### src/rtl/alu_mc.sv
// alu_mc: multicycle ALU.
// Single-cycle ops (logic, add/sub, shifts, compares) register their result on the accepting
// edge. MULTU (shift-add) and DIVU (restoring) iterate one bit per cycle for WIDTH cycles.
// Ports:
//   clk, reset         rising-edge clock, asynchronous active-high reset
//   start, op          request and 4-bit operation code; start is ignored while busy
//   a, b, shamt        operands and shift amount, latched at acceptance
//   out, hi, zout      result / high product or remainder / out==0, held between dones
//   busy, done         iteration in progress / one-cycle result-valid pulse
module alu_mc #(
  parameter int unsigned WIDTH   = 32,
  parameter int unsigned SHAMT_W = 5
) (
  input  logic               clk,
  input  logic               reset,
  input  logic               start,
  input  logic [3:0]         op,
  input  logic [WIDTH-1:0]   a,
  input  logic [WIDTH-1:0]   b,
  input  logic [SHAMT_W-1:0] shamt,
  output logic [WIDTH-1:0]   out,
  output logic [WIDTH-1:0]   hi,
  output logic               zout,
  output logic               busy,
  output logic               done
);

  localparam logic [3:0] OpAnd   = 4'd0;
  localparam logic [3:0] OpOr    = 4'd1;
  localparam logic [3:0] OpNor   = 4'd2;
  localparam logic [3:0] OpAdd   = 4'd3;
  localparam logic [3:0] OpSub   = 4'd4;
  localparam logic [3:0] OpSll   = 4'd5;
  localparam logic [3:0] OpSrl   = 4'd6;
  localparam logic [3:0] OpSra   = 4'd7;
  localparam logic [3:0] OpSlt   = 4'd8;
  localparam logic [3:0] OpSltu  = 4'd9;
  localparam logic [3:0] OpMultu = 4'd10;
  localparam logic [3:0] OpDivu  = 4'd11;

  localparam logic [SHAMT_W-1:0] LastCnt = SHAMT_W'(WIDTH - 1);

  typedef enum logic [1:0] {StIdle, StIter, StFin} state_e;

  state_e             state_q, state_d;
  logic [SHAMT_W-1:0] cnt_q, cnt_d;
  logic               is_div_q, is_div_d;
  logic [WIDTH-1:0]   opnd_q, opnd_d;     // multiplicand (MULTU) or divisor (DIVU)
  logic [2*WIDTH-1:0] acc_q, acc_d;       // {hi, lo}: product, or {remainder, dividend/quotient}
  logic [WIDTH-1:0]   out_q, out_d;
  logic [WIDTH-1:0]   hi_q, hi_d;
  logic               zout_q, zout_d;
  logic               done_q, done_d;

  // Single-cycle datapath
  logic [WIDTH:0]   sub_full;
  logic             slt_ovf;
  logic [WIDTH-1:0] alu_out, alu_hi;
  logic             iter_start;

  assign sub_full   = {1'b0, a} + {1'b0, ~b} + {{WIDTH{1'b0}}, 1'b1};
  // Signed overflow of a-b: operand signs differ and result sign differs from a
  assign slt_ovf    = (a[WIDTH-1] ^ b[WIDTH-1]) & (sub_full[WIDTH-1] ^ a[WIDTH-1]);
  assign iter_start = ((op == OpMultu) || (op == OpDivu)) && (b != '0);

  always_comb begin
    alu_out = '0;
    alu_hi  = '0;
    case (op)
      OpAnd:  alu_out = a & b;
      OpOr:   alu_out = a | b;
      OpNor:  alu_out = ~(a | b);
      OpAdd:  alu_out = a + b;
      OpSub:  alu_out = sub_full[WIDTH-1:0];
      OpSll:  alu_out = a << shamt;
      OpSrl:  alu_out = a >> shamt;
      OpSra:  alu_out = $unsigned($signed(a) >>> shamt);
      OpSlt:  alu_out = {{(WIDTH-1){1'b0}}, sub_full[WIDTH-1] ^ slt_ovf};
      OpSltu: alu_out = {{(WIDTH-1){1'b0}}, ~sub_full[WIDTH]};
      // Only reached with b==0; nonzero divisors iterate
      OpDivu: begin
        alu_out = '1;
        alu_hi  = a;
      end
      // MULTU by zero and codes 12-15 give zero
      default: ;
    endcase
  end

  // One iteration step
  logic [WIDTH:0]     mul_sum;
  logic [WIDTH:0]     div_sh, div_diff;
  logic [2*WIDTH-1:0] acc_step;

  assign mul_sum  = {1'b0, acc_q[2*WIDTH-1:WIDTH]} + (acc_q[0] ? {1'b0, opnd_q} : '0);
  assign div_sh   = {acc_q[2*WIDTH-1:WIDTH], acc_q[WIDTH-1]};
  assign div_diff = div_sh - {1'b0, opnd_q};

  always_comb begin
    acc_step = {mul_sum, acc_q[WIDTH-1:1]};
    if (is_div_q) begin
      if (!div_diff[WIDTH]) acc_step = {div_diff[WIDTH-1:0], acc_q[WIDTH-2:0], 1'b1};
      else                  acc_step = {div_sh[WIDTH-1:0], acc_q[WIDTH-2:0], 1'b0};
    end
  end

  always_comb begin
    state_d  = state_q;
    cnt_d    = cnt_q;
    is_div_d = is_div_q;
    opnd_d   = opnd_q;
    acc_d    = acc_q;
    out_d    = out_q;
    hi_d     = hi_q;
    zout_d   = zout_q;
    done_d   = 1'b0;
    case (state_q)
      StIter: begin
        acc_d = acc_step;
        cnt_d = cnt_q + SHAMT_W'(1);
        if (cnt_q == LastCnt) begin
          state_d = StFin;
          out_d   = acc_step[WIDTH-1:0];
          hi_d    = acc_step[2*WIDTH-1:WIDTH];
          zout_d  = (acc_step[WIDTH-1:0] == '0);
          done_d  = 1'b1;
        end
      end
      // FIN behaves as IDLE so a start in the done cycle is accepted
      default: begin
        state_d = StIdle;
        if (start) begin
          if (iter_start) begin
            state_d  = StIter;
            cnt_d    = '0;
            is_div_d = (op == OpDivu);
            opnd_d   = (op == OpDivu) ? b : a;
            acc_d    = {{WIDTH{1'b0}}, (op == OpDivu) ? a : b};
          end else begin
            out_d  = alu_out;
            hi_d   = alu_hi;
            zout_d = (alu_out == '0);
            done_d = 1'b1;
          end
        end
      end
    endcase
  end

  always_ff @(posedge clk or posedge reset) begin
    if (reset) begin
      state_q  <= StIdle;
      cnt_q    <= '0;
      is_div_q <= 1'b0;
      opnd_q   <= '0;
      acc_q    <= '0;
      out_q    <= '0;
      hi_q     <= '0;
      zout_q   <= 1'b1;
      done_q   <= 1'b0;
    end else begin
      state_q  <= state_d;
      cnt_q    <= cnt_d;
      is_div_q <= is_div_d;
      opnd_q   <= opnd_d;
      acc_q    <= acc_d;
      out_q    <= out_d;
      hi_q     <= hi_d;
      zout_q   <= zout_d;
      done_q   <= done_d;
    end
  end

  assign out  = out_q;
  assign hi   = hi_q;
  assign zout = zout_q;
  assign done = done_q;
  assign busy = (state_q == StIter);

endmodule
### config.mk
export PLATFORM = sky130hd
export DESIGN_NAME = alu_mc
export DESIGN_NICKNAME = d
export VERILOG_FILES = /design/src/rtl/alu_mc.sv
export SDC_FILE = /design/constraint.sdc
export NUM_CORES = 1
export LEC_CHECK = 0
export BUFFER_PORTS_ARGS = -buffer_cell sky130_fd_sc_hd__buf_2
export CAP_MARGIN = 5
export CORE_ASPECT_RATIO = 0.8
export CORE_MARGIN = 10
export CORE_UTILIZATION = 40
export DETAILED_ROUTE_END_ITERATION = 8
export GPL_TIMING_DRIVEN = 0
export PLACE_DENSITY = 0.66
export SYNTH_ARGS = -nofsm -noshare
export SYNTH_HDL_FRONTEND = slang
export SYNTH_SLANG_ARGS = --single-unit
### constraint.sdc
create_clock -name clk -period 6.6 [get_ports clk]
set_input_delay 0.33 -clock clk [delete_from_list [all_inputs] [get_ports clk]]
set_output_delay 0.33 -clock clk [all_outputs]
set_load 0.02 [all_outputs]
==> metrics.csv <==
metric;value;unit
Place WS;0.0170;ns
synthesis-to-finish area growth;9.95;%
CP required;7.01;ns
Mean Syn Cell Area;7.56;um^2
run status;finished with violations;
FF+latch count, synth;170;
vias in the first global route;24600;
DIE HEIGHT;233;um
# DRC;0;
die width;286;um
Final nets;3414;
Synth Warn #;0;
final setup fails;0;
Fill cells;5914;
crit path DAT;6.70;ns
antenna violations before repair;6;
Crit. End Element;register;
Detailed Route Iter0 Violations;4779;
RR Startpoint;acc_q[31];
Routed Antenna Nets;0;
failing checks;max-capacitance violations, max-slew violations;
1st-pass router iterations;7;
Mapped Cells;2999;
Worst Clk Skew;0.0142;ns
worst slew pin tran;1.50;ns
Tcrit/Tclk final;95.3;%
netlist area before placement;0.0227;mm^2
R2R Setup Slk;0.44;ns
worst r2r path cells;17;
Hold Path End;acc_q[26];
CTS H-tree lvls;4;
Yosys top cell by area;dfrtp_1;
Vias;27000;
CTS sink count;170;
worst skew pair latency;0.49;ns
die footprint;0.0666;mm^2
Leak;10.7;nW
max_cap viols;1;
RD Place Congestion;1.08;
Initial Util;40.7;%
number of CTS-inserted buffers;17;
Post-CTS Setup Bufs;0;
Setup TNS;0;ns
Clock transition at path regs;0.08;ns
Longest Clk Path Bufs;2;
CTS Root Buffer Type;clkbuf_16;
Startpoint Class;input port;
post-detail-place hpwl;113;mm
Top Ports;143;
Worst Hold Depth;5;
Final Critical Period;6.29;ns
DRT Wirelength;137;mm
first-pass GRT wire length;191;mm
Worst Path Max Fanout;10;
Pins Over Slew Limit;1;
Power Density;393;mW/mm^2
FMAX;0.159;GHz
RR Endpoint;hi[1];
register area share after synthesis;18.8;%
RSZ-0062 raised after global routing;false;
largest net degree at the start of global routing;109;
Worst Hold Class;input port to register;
VDD IR-drop max;0.444;mV
area share of the largest cell type after synthesis;18.7;%
WS Path Type;input port to register;
fin worst setup slack;0.309;ns
port buffer count;137;
CTS tree;built;
via density per instance;6.89;
async set or reset register ratio after synthesis;100;%
post-route insts no fill;3928;
main flop type after synthesis;dfrtp_1;
Cells after DPL;3887;
EDFF count, synth;0;
Hold Vio Cnt, Final;0;
Yosys cell types;100;
WL/cell;35.0;um
layout cell share with drive strength beyond 1;11.3;%
row count;77;
slew margin rel.;-0.809;%
core box area;0.0557;mm^2
syn_nets;3254;
top cells by area, synth;dfrtp_1 19%, ha_1 9.6%, a21oi_1 6.2%, mux2i_1 5.4%, nand2_1 5.2%;
Overall Global Routing Usage;39.7;%
GR Overflow Total;0;
Hold Path Origin;b[26];
[registers in the layout, indices dropped and copies added (netlist names)]
signal	flops
acc_q	64
hi	32
opnd_q	32
out	32
cnt_q	5
state_q	2
done	1
is_div_q	1
zout	1
[power by group]
group	internal [mW]	switching (mW)	total, mW
Clock	0.498	0.528	1.03
Sequential	1.54	0.443	1.99
Combinational	2.41	4.37	6.79
[kinds of logic (layout without fill, tap and decap cells)]
| kind of cell | count (synthesis) | after routing | share of synthesized area, % |
|---|---|---|---|
| XOR/XNOR | 58 | 58 | 2.24 |
| multiplexers | 210 | 210 | 12.2 |
| AND/OR/NAND/NOR | 924 | 924 | 18.8 |
| flip-flops | 170 | 170 | 18.8 |
| AO/OA/AOI/OAI | 1065 | 1065 | 30.7 |
| other | 0 | 6 | 0 |
| buffers and inverters | 393 | 566 | 7.20 |
| adder cells (fa/ha/maj) | 179 | 179 | 10.0 |
[per-layer routing]
layer | wire length [um] | GRT usage [%] | part of all wire (%) | vias up
met5 | 45 | 0 | 0.033 | -
met3 | 20900 | 15.2 | 15 | 271
met4 | 4640 | 11.8 | 3.4 | 6
met2 | 52500 | 52.8 | 38 | 2070
li1 | - | - | - | 11400
met1 | 59200 | 57.3 | 43 | 13300
[per-stage QoR]
step           total power [mW]  hold slack [ns]  area (um^2)  utilization, %
2_1_floorplan              6.35            0.463        22700               -
3_3_place_gp               8.48            0.471        24300            43.6
3_5_place_dp               8.51            0.408        24300            43.7
4_1_cts                    9.57            0.370        24900            44.7
5_1_grt                    10.4            0.409        24900            44.7
6_report                   9.80            0.385        24900            44.8
[layout make-up]
cell class	instances	area [um^2]	share of cell area [%]
clock buffer	19	433	1.74
inverter	159	604	2.42
tap	750	938	3.77
clock inverter	13	120	0.482
antenna	6	15.0	0.0602
timing repair buffer	142	743	2.98
multi-input combinational	2436	16800	67.3
buffer	233	1030	4.14
sequential	170	4260	17.1
[layout by cell type, fill, tap and decap left out, types with 38 or more instances in the layout]
master | synthesis | final
ha_1 | 174 | 174
clkbuf_1 | 155 | 156
mux4_2 | 47 | 47
dfrtp_1 | 169 | 169
xnor2_1 | 38 | 38
and2_1 | 46 | 46
inv_1 | 156 | 155
a211oi_1 | 38 | 38
nand3_1 | 64 | 64
o21ai_0 | 234 | 234
nor2_1 | 273 | 272
a21o_1 | 71 | 71
o221ai_1 | 39 | 39
nand2_1 | 313 | 313
buf_2 | 39 | 177
a21oi_1 | 283 | 283
nor3_1 | 49 | 49
o211ai_1 | 86 | 86
mux2i_1 | 123 | 123
[worst max-delay path by stage]
stage                     depth (start not counted)       end  slack [ns]      start
after detailed placement                         23      zout        0.02       a[1]
after CTS                                        17     hi[1]        0.51  acc_q[31]
after global placement                            2   out[10]       -0.58      reset
after global routing                             17     hi[1]        0.14  acc_q[31]
final                                            24      zout        0.31       a[3]
after floorplan                                   1  acc_q[0]        1.67      reset
[cells in the mapped netlist, types with 24 or more instances]
master	number
nor2_1	273
a21o_1	71
o21a_1	26
nand3_1	64
nor3_1	49
nor2b_1	24
o211ai_1	86
a31oi_1	34
o22ai_1	35
ha_1	174
nand2b_1	26
buf_2	39
o221ai_1	39
mux2i_1	123
nand2_1	313
mux2_2	37
nor4_1	30
dfrtp_1	169
and2_1	46
mux4_2	47
xnor2_1	38
a21oi_1	283
clkbuf_1	155
o21ai_0	234
inv_1	156
a211oi_1	38
[critical path, stage by stage]
cell and delay [ns]:
buf_2 0.12, clkbuf_1 0.48, inv_1 0.41, ha_1 0.41, buf_2 0.18, inv_1 0.07, o311ai_1 0.14, a21oi_1 0.44
a221o_1 0.38, a211oi_1 0.24, nor2_1 0.48, a31oi_1 0.25, nor2_1 0.13, nor2_1 0.06, o21bai_1 0.20, fa_1 0.23
o21ai_0 0.15, a22oi_1 0.23, o221ai_1 0.15, nor2_1 0.30, o41ai_1 0.29, nor4_1 0.54, nand4_1 0.25, o22ai_1 0.22
[timing repair]
action	4_1_cts	5_1_grt
hold endpoints to repair	62	0
resized for setup	0	1
hold buffers	1	0
endpoints found under the setup margin	0	5
No activity file was read; power rests on OpenSTA's default activity.
